### src/rtl/spike_pkg.sv
// Shared spike/AER definitions used by the neuron array and the AER encoder.
// The event word packs {timestamp, neuron address} with the timestamp in the upper bits.
package spike_pkg;

  localparam int N_NEURONS  = 8;
  localparam int ADDR_W     = 3;
  localparam int TS_W       = 5;
  localparam int FIFO_DEPTH = 8;
  localparam int EV_W       = TS_W + ADDR_W;

  typedef struct packed {
    logic [TS_W-1:0]   ts;
    logic [ADDR_W-1:0] addr;
  } aer_event_t;

  typedef enum logic {
    ST_IDLE = 1'b0,
    ST_SCAN = 1'b1
  } scan_state_t;

  // Index of the lowest set bit; ascending address order within a frame.
  function automatic logic [ADDR_W-1:0] lowest_set(input logic [N_NEURONS-1:0] v);
    logic [ADDR_W-1:0] idx;
    idx = '0;
    for (int i = N_NEURONS - 1; i >= 0; i--) begin
      if (v[i]) begin
        idx = ADDR_W'(i);
      end else begin
        idx = idx;
      end
    end
    return idx;
  endfunction

endpackage

### src/rtl/aer_fifo.sv
// Show-ahead event FIFO: DEPTH-entry storage ring followed by a registered output stage.
// The output register holds its last value when the FIFO drains.
module aer_fifo #(
  parameter int WIDTH = 8,
  parameter int DEPTH = 8
) (
  input  logic             clk,
  input  logic             rst_n,
  input  logic             push,
  input  logic [WIDTH-1:0] wdata,
  output logic             push_ok,
  input  logic             rd_ready,
  output logic             rd_valid,
  output logic [WIDTH-1:0] rd_data,
  output logic             nonempty
);

  localparam int AW = $clog2(DEPTH);
  localparam int CW = AW + 1;
  localparam logic [CW-1:0] FULL_CNT = CW'(DEPTH);

  logic [WIDTH-1:0] mem_r [DEPTH];
  logic [AW-1:0]    wr_ptr_r;
  logic [AW-1:0]    rd_ptr_r;
  logic [CW-1:0]    cnt_r;
  logic [WIDTH-1:0] out_r;
  logic             out_valid_r;
  logic             mem_empty_s;
  logic             mem_full_s;
  logic             load_s;
  logic             wr_en_s;

  assign mem_empty_s = (cnt_r == '0);
  assign mem_full_s  = (cnt_r == FULL_CNT);
  // The output stage refills whenever it is empty or being consumed this cycle.
  assign load_s      = !mem_empty_s && (!out_valid_r || rd_ready);
  assign push_ok     = !mem_full_s || load_s;
  assign wr_en_s     = push && push_ok;
  assign rd_valid    = out_valid_r;
  assign rd_data     = out_r;
  assign nonempty    = out_valid_r || !mem_empty_s;

  // Storage ring write port.
  always_ff @(posedge clk) begin
    if (wr_en_s) begin
      mem_r[wr_ptr_r] <= wdata;
    end
  end

  // Pointers, occupancy and output register.
  always_ff @(posedge clk or negedge rst_n) begin
    if (!rst_n) begin
      wr_ptr_r    <= '0;
      rd_ptr_r    <= '0;
      cnt_r       <= '0;
      out_r       <= '0;
      out_valid_r <= 1'b0;
    end else begin
      if (wr_en_s) begin
        wr_ptr_r <= wr_ptr_r + AW'(1);
      end
      if (load_s) begin
        rd_ptr_r    <= rd_ptr_r + AW'(1);
        out_r       <= mem_r[rd_ptr_r];
        out_valid_r <= 1'b1;
      end else if (rd_ready) begin
        out_valid_r <= 1'b0;
      end
      case ({wr_en_s, load_s})
        2'b10:   cnt_r <= cnt_r + CW'(1);
        2'b01:   cnt_r <= cnt_r - CW'(1);
        default: cnt_r <= cnt_r;
      endcase
    end
  end

endmodule

### src/rtl/spike_aer_encoder.sv
// Serialises per-cycle spike vectors into {timestamp, address} events over a valid/ready
// stream, counting frames lost while the scanner is still busy with an earlier frame.
module spike_aer_encoder
  import spike_pkg::*;
(
  input  logic                 clk,
  input  logic                 rst_n,
  input  logic [N_NEURONS-1:0] spike_in,
  input  logic                 spike_valid,
  output logic [ADDR_W-1:0]    ev_addr,
  output logic [TS_W-1:0]      ev_ts,
  output logic                 ev_valid,
  input  logic                 ev_ready,
  output logic                 busy,
  output logic [7:0]           drop_cnt,
  output logic                 overflow
);

  scan_state_t          state_r, state_n;
  logic [N_NEURONS-1:0] pend_r, pend_n;
  logic [N_NEURONS-1:0] pend_clr_s;
  logic [TS_W-1:0]      ts_r, ts_n;
  logic [TS_W-1:0]      frame_cnt_r;
  logic [7:0]           drop_cnt_r;
  logic                 overflow_r;
  logic                 drop_s;
  logic                 last_s;
  logic                 push_ok_s;
  logic                 fifo_nonempty_s;
  logic [EV_W-1:0]      fifo_rd_data_s;
  aer_event_t           ev_word_s;
  aer_event_t           head_s;

  assign pend_clr_s = pend_r & (pend_r - N_NEURONS'(1));
  assign last_s     = (pend_clr_s == '0);
  assign ev_word_s  = '{ts: ts_r, addr: lowest_set(pend_r)};

  aer_fifo #(
    .WIDTH (EV_W),
    .DEPTH (FIFO_DEPTH)
  ) u_fifo (
    .clk      (clk),
    .rst_n    (rst_n),
    .push     (state_r == ST_SCAN),
    .wdata    (ev_word_s),
    .push_ok  (push_ok_s),
    .rd_ready (ev_ready),
    .rd_valid (ev_valid),
    .rd_data  (fifo_rd_data_s),
    .nonempty (fifo_nonempty_s)
  );

  assign head_s   = fifo_rd_data_s;
  assign ev_addr  = head_s.addr;
  assign ev_ts    = head_s.ts;
  assign busy     = (state_r == ST_SCAN) || fifo_nonempty_s;
  assign drop_cnt = drop_cnt_r;
  assign overflow = overflow_r;

  // Next-state: capture in IDLE or on the final push of a scan; drop otherwise while scanning.
  always_comb begin
    state_n = state_r;
    pend_n  = pend_r;
    ts_n    = ts_r;
    drop_s  = 1'b0;
    case (state_r)
      ST_IDLE: begin
        if (spike_valid && (spike_in != '0)) begin
          pend_n  = spike_in;
          ts_n    = frame_cnt_r;
          state_n = ST_SCAN;
        end else begin
          state_n = ST_IDLE;
        end
      end
      ST_SCAN: begin
        if (push_ok_s) begin
          pend_n = pend_clr_s;
          if (!last_s) begin
            drop_s = spike_valid;
          end else if (spike_valid && (spike_in != '0)) begin
            pend_n = spike_in;
            ts_n   = frame_cnt_r;
          end else begin
            state_n = ST_IDLE;
          end
        end else begin
          drop_s = spike_valid;
        end
      end
      default: begin
        state_n = ST_IDLE;
        pend_n  = '0;
      end
    endcase
  end

  // State, pending vector, frame counter and drop bookkeeping.
  always_ff @(posedge clk or negedge rst_n) begin
    if (!rst_n) begin
      state_r     <= ST_IDLE;
      pend_r      <= '0;
      ts_r        <= '0;
      frame_cnt_r <= '0;
      drop_cnt_r  <= 8'd0;
      overflow_r  <= 1'b0;
    end else begin
      state_r <= state_n;
      pend_r  <= pend_n;
      ts_r    <= ts_n;
      if (spike_valid) begin
        frame_cnt_r <= frame_cnt_r + TS_W'(1);
      end
      if (drop_s) begin
        overflow_r <= 1'b1;
        if (drop_cnt_r != 8'hFF) begin
          drop_cnt_r <= drop_cnt_r + 8'd1;
        end
      end
    end
  end

endmodule

### config.mk
export PLATFORM = sky130hd
export DESIGN_NAME = spike_aer_encoder
export DESIGN_NICKNAME = d
export VERILOG_FILES = /design/src/rtl/spike_pkg.sv /design/src/rtl/aer_fifo.sv /design/src/rtl/spike_aer_encoder.sv
export SDC_FILE = /design/constraint.sdc
export NUM_CORES = 1
export LEC_CHECK = 0
export CAP_MARGIN = 20
export CORE_ASPECT_RATIO = 0.75
export CORE_UTILIZATION = 58
export DETAILED_ROUTE_END_ITERATION = 7
export GPL_TIMING_DRIVEN = 0
export PLACE_DENSITY_LB_ADDON = 0.2
export RECOVER_POWER = 50
export SYNTH_ARGS = -nofsm -noshare
export SYNTH_HDL_FRONTEND = slang
export SYNTH_SLANG_ARGS = --single-unit
export TNS_END_PERCENT = 1
### constraint.sdc
create_clock -name clk -period 3.3 [get_ports clk]
set_input_delay 0.495 -clock clk [delete_from_list [all_inputs] [get_ports clk]]
set_output_delay 0.495 -clock clk [all_outputs]
set_load 0.05 [all_outputs]
-- After elaboration in Yosys (flattened, before gate mapping)
Memory sizes are Yosys's and may differ from the RTL's. A register that Yosys moved wholly into a read port is not among the register bits.
Cells that the tools add are included.
- logic and storage cells: 75
- bits in read-only memories: 0
- latch bits: 0
- memories kept: 1
- memory bits (writable): 64
- bits in registers: 39
- input port bits: 12
- memories (name ; words ; width ; read ports ; clocked after Yosys merged registers in ; write ports ; RTL line ; RTL):
    u_fifo.mem_r ; 8 ; 8 ; 1 ; 1 ; 1 ; aer_fifo.sv:22 ; logic [WIDTH-1:0] mem_r [DEPTH];
- mux-type cells: 29
- add/sub/neg operators: 7
- order comparisons: 0
- divide/modulo/power cells: 0
- bitwise logic cells: 2
- equality and inequality tests: 7
- shifts and indexed selects: 0
- reduce and logical (&&, ||, !) cells: 19
- $mul: 0
- operators with widths (cell ; number):
    2-to-1 mux 8 bit ; 4
    2-to-1 mux 3 bit ; 8
    one-hot mux 8 bit (2 select lines) ; 1
    2-to-1 mux 5 bit ; 3
    2-to-1 mux 1 bit ; 10
    one-hot mux 5 bit (2 select lines) ; 1
    adder 8 x 1 -> 8 bit (second input constant) ; 1
    bitwise AND 8 bit ; 1
    zero test 8 bit ; 1
    != test 8 bit (second input constant) ; 1
    one-hot mux 4 bit (2 select lines) ; 1
    nonzero test 8 bit ; 1
    subtractor 8 x 1 -> 8 bit (second input constant) ; 1
    adder 3 x 1 -> 3 bit (second input constant) ; 2
    AND reduction 2 bit ; 3
    adder 5 x 1 -> 5 bit (second input constant) ; 1
    adder 4 x 1 -> 4 bit (second input constant) ; 1
    equality test 4 bit (second input constant) ; 1
    zero test 1 bit ; 4
    zero test 4 bit ; 1
    logical OR 1 bit ; 4
    != test 2 x 1 -> 1 bit (second input constant) ; 2
    nonzero test 2 bit ; 2
    subtractor 4 x 1 -> 4 bit (second input constant) ; 1
    6 further kinds ; 8

-- Longest topological paths before layout
Gate-level depths: netlist (run 1).
- depth in word-level cells: 8
- gate-level depth with buffers: 11
- mapped depth without buffers: 10

-- Cells and area by module
A second synthesis (run 1) with hierarchy kept.
- cell total of the unflattened synthesis: 359
- area total of the unflattened synthesis: 4906.0 um^2
- by module, submodules not included (module ; sequential area each (um^2) ; cells an instance ; times used ; area each (um^2)):
    aer_fifo ; 2397.3 ; 236 ; 1 ; 3470.8
    spike_aer_encoder ; 700.7 ; 123 ; 1 ; 1435.1

-- Worst setup path after synthesis (run 1)
OpenSTA, ideal clock, no wires.
- path type: flip-flop to flip-flop
- start: register u_fifo.out_valid_r, in the netlist u_fifo.rd_valid
- end: register u_fifo.cnt_r[3]
- path slack: 0.367 ns
- arrival time: 2.808 ns
- clock period less this slack: 2.933 ns
- data required time: 3.175 ns
- library setup time: 0.125 ns
- path buffers: 1
- stages on the path, launching flop included: 12
- path through: dfrtp_1 -> nor2b_1 -> nand2_1 -> o41ai_1 -> clkbuf_1 -> ha_1 -> ha_1 -> a21o_1 -> a21oi_1 -> xnor2_1 -> nor2_1 -> xor2_1
- cells in the longest elaborated chain, start to end: 7
- elaborated cells on any way between the ends: 9
- classes of those cells: eq/ne (2); mux (1); reduce/logical (6)
- ends and longest elaborated chain (element ; RTL line ; RTL):
    from (decl) ; aer_fifo.sv:27 ; logic out_valid_r;
    from (signal assigned) ; aer_fifo.sv:57 ; out_valid_r <= 1'b0;
    from (signal assigned) ; aer_fifo.sv:65 ; out_valid_r <= 1'b1;
    from (signal assigned) ; aer_fifo.sv:67 ; out_valid_r <= 1'b0;
    zero test 1 bit (*) ; aer_fifo.sv:36 ; assign load_s = !mem_empty_s && (!out_valid_r || rd_ready);
    logical OR 1 bit (*) ; aer_fifo.sv:36 ;
    logical AND 1 bit (*) ; aer_fifo.sv:36 ;
    logical OR 1 bit ; aer_fifo.sv:37 ; assign push_ok = !mem_full_s || load_s;
    logical AND 1 bit ; aer_fifo.sv:38 ; assign wr_en_s = push && push_ok;
    equality test 2 x 1 -> 1 bit or equality test 2 bit (tied branches) ; aer_fifo.sv:69 ; case ({wr_en_s, load_s})
    one-hot mux 4 bit (2 select lines) or nonzero test 2 bit (tied branches) ; -- ;
    to (signal assigned) ; aer_fifo.sv:70 ; 2'b10: cnt_r <= cnt_r + CW'(1);
    to (signal assigned) ; aer_fifo.sv:71 ; 2'b01: cnt_r <= cnt_r - CW'(1);
    to (signal assigned) ; aer_fifo.sv:72 ; default: cnt_r <= cnt_r;
    to (decl) ; aer_fifo.sv:25 ; logic [CW-1:0] cnt_r;
Mark *: on every way between the ends. The rest lies on a longest branch, timed or not.
A chain may end at the register's enable or synchronous reset.

-- Worst setup path in the final report (run 1)
- start: input port ev_ready
- end: register u_fifo.cnt_r[3]
- cells in the longest elaborated chain, start to end: 6
- elaborated cells on any way between the ends: 8
- classes of those cells: eq/ne (2); mux (1); reduce/logical (5)
- ends and longest elaborated chain (element ; RTL line ; RTL):
    from (decl) ; spike_aer_encoder.sv:13 ; input logic ev_ready,
    logical OR 1 bit (*) ; aer_fifo.sv:36 ;
    logical AND 1 bit (*) ; aer_fifo.sv:36 ;
    logical OR 1 bit ; aer_fifo.sv:37 ;
    logical AND 1 bit ; aer_fifo.sv:38 ;
    equality test 2 x 1 -> 1 bit or equality test 2 bit (tied branches) ; aer_fifo.sv:69 ;
    one-hot mux 4 bit (2 select lines) or nonzero test 2 bit (tied branches) ; -- ;
Marks and branches as above.

==> impl_results.md, run 1 <==
* GRT Total Usage at 0.217
* Total routed wirelength at around 8.4 mm
* Dpl hpwl at 5.91 mm
* Via density at between 5 and 6
* Rel. slew slack at -0.221
* Max-capacitance violation count at 1
* Worst VDD drop at around 580 uV
* Place WS at -0.527 ns
* Count of pins over their slew limit at 34
* ANT nets after route at 0
* Most common cell after layout, fill and taps aside: edfxtp_1
* Part of the power in registers at 0.433
* Syn Nets at 328
* Grt total ovfl at 0
* Layout cells sized above 1 at 0.175
* Max Clock Skew at about 0.019 ns
* Switch Pwr at 0.00224 W
* Starting density of the core at 0.599
* Diode count at 0
* Total CTS buffers at 9
* Yosys reg bits at about 110
* CTS tree: yes
* Clock share of power at 0.137
* Post-route cell area at 5410 um^2
* WP data required at between 3 and 4 ns
* Final setup violation count at 0
* Fin crit share at 0.916
* Unrepaired setup endpoints after global routing: false
* DP Cell Count at ~450
* Maximum buffer depth of the clock tree at 2
* Pleak at 2.04 nW
* # nets final at roughly 380
* Max Clk Rate at 0.331 GHz
* FF/Latch Area at 3100 um^2
* Setup TNS at 0 ns
* Final count of hold timing violations at 0
* Drt first pass iters at 4
* Multi-input logic area at ~1600 um^2
* Post-CTS setup buffers at 0
* Io pins at 31
* Max FO, Critical Path at 10
* Routed WL per cell at roughly 18 um
* Core area at between 7000 and 8000 um^2
* Synth Instances at a little over 300
* Asr flop ratio synth at 0.423
* Status: finished, violations left
* Sw Share at 0.385
* Ys Warns at 0
* CTS clk-pin slew, worst paths at ~0.11 ns
* Crit end category: flop
* H-tree Lvls at 3
* Residual DRC at 0
* Global-route wire length before repair at ~13 mm
* Hold WC Path Type: in -> async
* Top_reg_cell synth: edfxtp_1
* Number of global-route vias before repair at roughly 2.6k
* Post-Syn Area per Cell at between 15 and 20 um^2
* IO Port Bufs at 29
* Combinational power share at 0.430
* Post-synthesis sequential area ratio at 0.656
* Cell Area, Synth at approximately 4700 um^2
* Most frequent cells in the layout: edfxtp_1, dfrtp_1, clkdlybuf4s50_1
* FP Rows at 28
* Placer Congestion at slightly above 0.8
* Placed Area at 5230 um^2
* Number of synthesized flops with an enable pin at 64
* Failing checks: capacitance limit, slew limit
* WP data arrival at roughly 3.3 ns
* Die area at between 8000 and 9000 um^2
* Post-route insts no fill at roughly 470
* Pin count of the biggest net entering global routing at 34
* Sink Count at between 100 and 150
* Critical path type: in -> reg
* Total number of vias at between 2k and 3k
* Crit start category: primary input
* Fill count at between 500 and 600
* Distinct cell type count after synthesis at 46
* Initial antenna violation count at 0
* Post-layout minimum cycle time at a little over 3 ns
* Die Y at roughly 80 um
* Cell at the root of the clock tree: clkbuf_8
* Fin worst setup slack at approximately 0.28 ns
* Post-route total power at 0.00583 W
* DRT iter0 DRCs at 145
* Die X at 106 um
* Clk_lat worst skew at ~0.37 ns
* Cell internal pwr at roughly 0.0036 W
* Pwr dens at approximately 1100 nW/um^2
* Slew @ Worst Pin at 1.83 ns
* Area delta synth->final at 14.7%
==> worst max-delay path: stages <==
cell and delay (ns):
clkdlybuf4s50_1 0.40, nor2b_1 0.19, nand2_1 0.10, o41ai_2 0.51, clkbuf_2 0.40, ha_1 0.25
ha_1 0.24, a21o_1 0.18, a21oi_1 0.18, xnor2_1 0.13, nor2_1 0.06, xor2_1 0.14
==> final timing paths <==
kind	depth (start not counted)	to	startpoint	slack, ns
max in group asynchronous	2	ts_r[0]$_DFFE_PN0P_	rst_n	0.92
hold reg to reg	1	overflow$_DFFE_PN0P_	overflow$_DFFE_PN0P_	0.47
min in group clk	1	overflow$_DFFE_PN0P_	overflow$_DFFE_PN0P_	0.47
hold / removal	1	u_fifo.rd_data[2]$_DFFE_PN0P_	rst_n	0.19
setup / recovery	12	u_fifo.cnt_r[3]$_DFFE_PN0P_	ev_ready	0.28
setup reg to reg	11	u_fifo.cnt_r[3]$_DFFE_PN0P_	u_fifo.rd_valid$_DFFE_PN0P_	0.40
==> final cells by class <==
class,instances,area share
clock buffers,9,0.0229
repair buffers,36,0.0615
plain buffers,14,0.0102
multi-input cells,173,0.288
well taps,105,0.0243
inverters,10,0.00694
clock inverters,7,0.0134
flip-flops and latches,111,0.572
==> power groups by stage <==
stage	combinational, W	sequential [W]	clock, W
global placement	0.00239	0.00251	0
CTS	0.00253	0.00252	0.000815
global route	0.00273	0.00258	0.000874
detailed placement	0.00252	0.00255	0
floorplan	0.00158	0.00274	0
finish	0.00251	0.00252	0.000800
==> cell families (layout without fill, tap and decap cells) <==
| family | after synthesis | in the layout | synth area share |
|---|---|---|---|
| AOI/OAI and AO/OA | 41 | 41 | 0.0663 |
| and+or+nand+nor | 70 | 70 | 0.0737 |
| adders and majority gates | 8 | 8 | 0.0228 |
| xor gates and xnor gates | 17 | 17 | 0.0315 |
| muxes | 37 | 37 | 0.130 |
| buffers and inverters | 24 | 76 | 0.0196 |
| DFF | 111 | 111 | 0.656 |
==> flip-flops by register name, indices dropped and copies added, names as in the netlist <==
register,flops
u_fifo.cnt_r,4
pend_r,8
u_fifo.rd_ptr_r,3
drop_cnt,8
frame_cnt_r,5
u_fifo.rd_data,8
u_fifo.wr_ptr_r,3
overflow,1
u_fifo.rd_valid,1
state_r,1
u_fifo.mem_r,64
ts_r,5
==> routing by layer <==
layer,vias up,wire (um),track usage
met5,-,0,0
met4,0,89,0.0597
met3,9,474,0.0698
met2,67,4000,0.334
met1,1325,3860,0.299
li1,1251,-,-
==> synthesized netlist by cell type (all sizes together) (8+ instances only) <==
cell type / n / area, um^2
mux2: 12 / 161
o21ai: 9 / 60.1
edfxtp: 64 / 1920
xnor2: 9 / 78.8
clkbuf: 9 / 33.8
nor2: 20 / 75.1
mux4: 16 / 360
dfrtp: 47 / 1180
xor2: 8 / 70.1
mux2i: 9 / 90.1
a21oi: 13 / 65.1
inv: 10 / 37.5
nand2: 18 / 75.1
==> stage by stage <==
step / util / hold WS, ns
global placement: 0.652 / 0.445
floorplan: - / 0.199
CTS: 0.689 / 0.0369
global route: 0.687 / 0.226
detailed placement: 0.663 / 0.448
finish: 0.687 / 0.191
==> timing repair <==
| item | 4_1_cts | 5_1_grt |
|---|---|---|
| endpoints found under the setup margin | 1 | 1 |
| hold buffers | 0 | 0 |
| gates resized for setup | 1 | 2 |
Power figures use the tool's default switching activity.
==> run 2: changes to the inputs <==
Settings changed: CORE_MARGIN set to 8, CTS_CLUSTER_SIZE set to 24.
==> impl_results.md, run 2 (same netlist as run 1, synthesis figures left out) <==
* Fin worst setup slack at between 0.3 and 0.4 ns
* Number of global-route vias before repair at 2756
* Post-route insts no fill at 466
* Diode count at 0
* H-tree Lvls at 3
* Crit path cell chain: clkdlybuf4s50_1, nor2b_1, nand2_1, o41ai_2, clkbuf_2, ha_1, ha_1, a21o_1, a21oi_1, xnor2_1, nor2_1, xor2_1
* Initial antenna violation count at 0
* Crit end category: flop
* Pleak at ~2 nW
* GRT Total Usage at 0.164
* Max Clock Skew at 0.0129 ns
* Max FO, Critical Path at 10
* Hold WC Path Type: in -> async
* Switch Pwr at ~0.0022 W
* Status: finished, violations left
* Max-capacitance violation count at 1
* Dpl hpwl at slightly above 6 mm
* Residual DRC at 0
* Die X at 120 um
* Placed Area at about 5200 um^2
* Most common cell after layout, fill and taps aside: edfxtp_1
* Count of pins over their slew limit at 33
* Placer Congestion at between 0.7 and 0.8
* DRT iter0 DRCs at between 200 and 250
* CTS clk-pin slew, worst paths at 0.10 ns
* Rel. slew slack at -0.184
* Pin count of the biggest net entering global routing at 33
* Total number of vias at about 2.7k
* Routed WL per cell at 18.3 um
* Clock share of power at 0.124
* Cell internal pwr at 0.00353 W
* Core area at approximately 7900 um^2
* DP Cell Count at 450
* FP Rows at 28
* Place WS at -0.482 ns
* R2R Setup Slk at 0.45 ns
* Largest Register: u_fifo.mem_r
* Drt first pass iters at 4
* Setup TNS at 0 ns
* Part of the power in registers at 0.438
* Most frequent cells in the layout: edfxtp_1, dfrtp_1, clkdlybuf4s50_1
* Post-route cell area at ~5400 um^2
* Maximum buffer depth of the clock tree at 2
* WP data required at about 3.6 ns
* Worst VDD drop at a little under 700 uV
* CP max stage delay at 0.47 ns
* Io pins at 31
* Pwr dens at between 1000 and 1500 nW/um^2
* Starting density of the core at 0.599
* Failing checks: capacitance limit, slew limit
* Cell at the root of the clock tree: clkbuf_8
* Layout cells sized above 1 at 0.172
* Max Clk Rate at 0.341 GHz
* Top cell by count, worst path: ha_1
* CTS tree: yes
* Final setup violation count at 0
* Critical path type: in -> reg
* Die area at between 10000 and 15000 um^2
* Post-layout minimum cycle time at ~2.9 ns
* CP max-delay cell: o41ai_2
* Final count of hold timing violations at 0
* IO Port Bufs at 29
* Max reg flops at 64
* Via density at ~5.7
* Grt total ovfl at 0
* Crit start category: primary input
* WP data arrival at between 3 and 4 ns
* Fin crit share at 0.888
* Global-route wire length before repair at between 10 and 15 mm
* ANT nets after route at 0
* Sw Share at 0.388
* Total routed wirelength at ~8.5 mm
* Slew @ Worst Pin at about 1.8 ns
* Worst path top cell family by delay: compound AO/OA/AOI/OAI gates
* Die Y at about 94 um
* Area delta synth->final at 14.2%
* Sink Count at between 100 and 150
* Total CTS buffers at 9
* Hold WS at approximately 0.2 ns
* Combinational power share at 0.438
* Unrepaired setup endpoints after global routing: false
* Clk_lat worst skew at 0.37 ns
* # nets final at 376
* Worst path buffer plus inverter count at 2
## run 2: cell types whose count changed in the layout (fill, tap and decap cells not counted)
cell / previous run / this run
buf_4: 6 / 7
bufinv_16: 1 / 0
clkbuf_8: 9 / 10
clkinv_1: 1 / 2
clkinv_4: 2 / 1
clkinvlp_4: 1 / 2
inv_6: 1 / 0
nor3b_1: 1 / 2
nor3b_2: 1 / 0
## run 2: layout make-up
class	instances	area (um^2)
fillers	537	2490
clock buffers	10	138
inverters	10	37.5
flip-flops and latches	111	3100
clock inverters	6	36.3
plain buffers	14	55.1
multi-input cells	173	1560
repair buffers	37	340
well taps	105	131
## run 2: stage by stage
stage          total power [W]   util
6_report               0.00576  0.684
5_1_grt                0.00613  0.684
4_1_cts                0.00580  0.686
3_5_place_dp           0.00507  0.663
3_3_place_gp           0.00491  0.652
2_1_floorplan          0.00432      -
## run 2: power by group through the flow
stage          registers [W]  logic (W)  clock network [W]
2_1_floorplan        0.00274    0.00158                  0
3_3_place_gp         0.00251    0.00241                  0
3_5_place_dp         0.00254    0.00254                  0
4_1_cts              0.00252    0.00255           0.000737
5_1_grt              0.00259    0.00275           0.000781
6_report             0.00252    0.00252           0.000716
## run 2: path summary, 6_finish.rpt
| kind | start | cells past startpoint | endpoint |
|---|---|---|---|
| worst min register to register | overflow$_DFFE_PN0P_ | 1 | overflow$_DFFE_PN0P_ |
| max in group asynchronous | rst_n | 2 | u_fifo.rd_data[4]$_DFFE_PN0P_ |
| worst max register to register | state_r$_DFF_PN0_ | 7 | u_fifo.mem_r[3][6]$_DFFE_PP_ |
| worst min-delay path | rst_n | 1 | drop_cnt[1]$_DFFE_PN0P_ |
| worst max-delay path | ev_ready | 12 | u_fifo.cnt_r[3]$_DFFE_PN0P_ |
| min in group clk | overflow$_DFFE_PN0P_ | 1 | overflow$_DFFE_PN0P_ |
## run 2: layer usage
layer / GRT usage / up-vias / routed length, um
li1: - / 1258 / -
met1: 0.204 / 1323 / 3670
met2: 0.265 / 81 / 4120
met3: 0.0607 / 9 / 622
met4: 0.0508 / 0 / 91
met5: 0 / - / 0
## run 2: repair_timing
| action | 4_1_cts | 5_1_grt |
|---|---|---|
| gates resized for setup | 1 | 2 |
| setup endpoints to repair | 1 | 2 |
| hold buffers | 0 | 0 |
| setup buffers | 0 | 0 |
==> run 3: changes to the inputs <==
Settings changed: ABC_AREA set to 1, CORE_UTILIZATION 58 to 53, PLACE_DENSITY_LB_ADDON 0.2 to 0.1.
Clock period 3.3 ns to 2.66 ns, I/O delays scaled along.
==> impl_results.md, run 3 <==
* Top-area cell type share of the netlist area at 0.390
* Crit start category: primary input
* WP data arrival at 2.69 ns
* Worst path buffer plus inverter count at 3
* GRT Total Usage at 0.179
* Layout cells sized above 1 at 0.0667
* CP max-delay cell: clkdlybuf4s50_1
* Max Clk Rate at 0.405 GHz
* Place WS at -0.316 ns
* Final setup violation count at 0
* Top_reg_cell synth: edfxtp_1
* Largest family of logic cells by synthesized area: simple AND/OR/NAND/NOR gates
* Via density at about 5.5
* Status: complete, no violations
* CP max stage delay at 0.45 ns
* Setup TNS at 0 ns
* Diode count at 0
* Worst VDD drop at 712 uV
* Total routed wirelength at about 11 mm
* Placer Congestion at about 0.86
* Multi-input logic area at between 1500 and 2000 um^2
* Largest Register: u_fifo.mem_r
* Maximum buffer depth of the clock tree at 2
* Pleak at between 2 and 2.5 nW
* Critical path type: in -> reg
* Distinct cell type count after synthesis at 37
* FF/Latch Area at approximately 3100 um^2
* Residual DRC at 0
* Number of global-route vias before repair at 3355
* Synth area leader: edfxtp_1
* DRT iter0 DRCs at roughly 350
* Cell at the root of the clock tree: clkbuf_16
* Io pins at 31
* Die X at 127 um
* Most common cell after layout, fill and taps aside: nand2_1
* Post-CTS setup buffers at 0
* Hold WC Path Type: reg -> reg
* Max reg flops at 64
* Rel. slew slack at 0.356
* Cell Area, Synth at ~4900 um^2
* Max FO, Critical Path at 12
* Post-route total power at roughly 0.0076 W
* # nets final at approximately 530
* Most numerous cell in the Yosys netlist: nand2_1
* Crit path cell chain: clkdlybuf4s50_1, inv_1, nand2_1, nand2_1, inv_1, ha_2, ha_1, a21oi_1, nand2_1, a21oi_1, o21ai_0, xor2_1
* Largest cells by area after synthesis: edfxtp_1, dfrtp_1, nand2_1
* Sink Count at about 110
* Fin worst setup slack at approximately 0.19 ns
* FP Rows at 30
* Yosys reg bits at approximately 110
* Synth Area in Adders at 0.0218
* Core area at just over 9000 um^2
* CTS clk-pin slew, worst paths at ~0.070 ns
* Asr flop ratio synth at 0.423
* Initial antenna violation count at 0
* ANT nets after route at 0
* Post-layout minimum cycle time at roughly 2.5 ns
* Pin count of the biggest net entering global routing at 34
* Crit end category: flop
* Post-Syn Area per Cell at about 11 um^2
* Post-synthesis mux area share at 0
* Final count of hold timing violations at 0
* Total number of vias at approximately 3.5k
* IO Port Bufs at 30
* Most frequent cells in the layout: nand2_1, edfxtp_1, nor2_1
* XOR/XNOR share of the synthesized area at 0.0284
* Grt total ovfl at 0
* Max-capacitance violation count at 0
* Placed Area at about 5400 um^2
* H-tree Lvls at 3
* CTS tree: yes
* Slew @ Worst Pin at between 0.9 and 1 ns
* Count of pins over their slew limit at 0
* Total CTS buffers at 9
* Post-route cell area at 5670 um^2
* Drt first pass iters at 5
* Number of synthesized flops with an enable pin at 64
* Pwr dens at about 1300 nW/um^2
* Top cell by count, worst path: nand2_1
* Max Clock Skew at roughly 0.0059 ns
* Fill count at between 700 and 800
* Clk_lat worst skew at approximately 0.34 ns
* Dpl hpwl at a little over 7 mm
* Post-synthesis sequential area ratio at 0.629
* Die Y at roughly 100 um
* Fin crit share at 0.929
* Post-synthesis compound-gate area fraction at 0.0924
* Synth Area in Simple Gates at 0.191
* Syn Nets at 483
* Starting density of the core at 0.545
* Area delta synth->final at 15.1%
* Ys Warns at 0
* Routed WL per cell at between 15 and 20 um
* Die area at approximately 13000 um^2
* Synth top cells by count: nand2_1, edfxtp_1, nor2_1
* Global-route wire length before repair at roughly 17 mm
* R2R Setup Slk at 0.20 ns
* WP data required at between 2 and 3 ns
* Worst path top cell family by delay: buffers and inverters
* Synth Instances at between 400 and 500
## run 3: changes by cell type in the layout (fill, tap and decap cells not counted), moves of 9 or more
cell	before	now
nand3_1	4	15
mux2i_1	9	0
nand2_1	17	97
clkbuf_16	0	9
o21ai_0	7	41
nor2_1	20	63
inv_1	10	30
mux4_2	16	0
clkbuf_8	10	0
## run 3: layout make-up
class	instances	share of cell area
Sequential cell	111	0.546
Multi-Input combinational cell	306	0.285
Timing Repair Buffer	32	0.0545
Clock buffer	11	0.0410
Tap cell	128	0.0282
Inverter	32	0.0221
Clock inverter	5	0.0128
Buffer	13	0.00993
## run 3: path summary, 6_finish.rpt
check / from / to / cells after the start
setup reg to reg: u_fifo.cnt_r[0]$_DFFE_PN0P_ / u_fifo.cnt_r[3]$_DFFE_PN0P_ / 12
hold reg to reg: u_fifo.rd_data[5]$_DFFE_PN0P_ / u_fifo.rd_data[5]$_DFFE_PN0P_ / 2
hold / removal: u_fifo.rd_data[5]$_DFFE_PN0P_ / u_fifo.rd_data[5]$_DFFE_PN0P_ / 2
setup / recovery: ev_ready / u_fifo.cnt_r[3]$_DFFE_PN0P_ / 12
max in group asynchronous: rst_n / frame_cnt_r[2]$_DFFE_PN0P_ / 3
min in group asynchronous: rst_n / u_fifo.cnt_r[1]$_DFFE_PN0P_ / 2
## run 3: cell families (layout without fill, tap and decap cells)
group / Yosys count / count (layout)
xor+xnor: 16 / 16
compound gates: 77 / 77
simple gates: 205 / 205
buf+inv: 46 / 93
fa+ha+maj: 8 / 8
flops: 111 / 111
## run 3: stage by stage
stage / hold slack, ns / std cells / utilization
2_1_floorplan: 0.103 / 463 / -
3_3_place_gp: 0.462 / 621 / 0.596
3_5_place_dp: 0.325 / 622 / 0.597
4_1_cts: 0.484 / 639 / 0.632
5_1_grt: 0.502 / 638 / 0.627
6_report: 0.478 / 638 / 0.627
## run 3: where the power goes
| part | internal [W] | switching, W | total (W) | leakage [nW] |
|---|---|---|---|---|
| registers | 0.00270 | 0.000433 | 0.00314 | 1.16 |
| logic | 0.000952 | 0.00211 | 0.00306 | 1.02 |
| clock network | 0.000818 | 0.000561 | 0.00138 | 0.149 |
| total | 0.00447 | 0.00310 | 0.00757 | 2.33 |
## run 3: metal layers
layer / wire length (um) / vias to the layer above / global-route usage / part of all wire
li1: - / 1675 / - / -
met1: 4920 / 1661 / 0.247 / 0.46
met2: 4510 / 140 / 0.261 / 0.42
met3: 1070 / 9 / 0.0657 / 0.10
met4: 133 / 0 / 0.0447 / 0.013
met5: 0 / - / 0 / 0
## run 3: timing repair
| action | 4_1_cts | 5_1_grt |
|---|---|---|
| gates resized for setup | 0 | 2 |
| hold buffers | 1 | 0 |
| setup endpoints to repair | 0 | 1 |
| hold endpoints to repair | 14 | 0 |
## run 3: worst min-delay path, cell delays in order, from the launching register on
cell and delay [ns]:
dfrtp_1 0.34, nand2_1 0.05, nand2_1 0.05
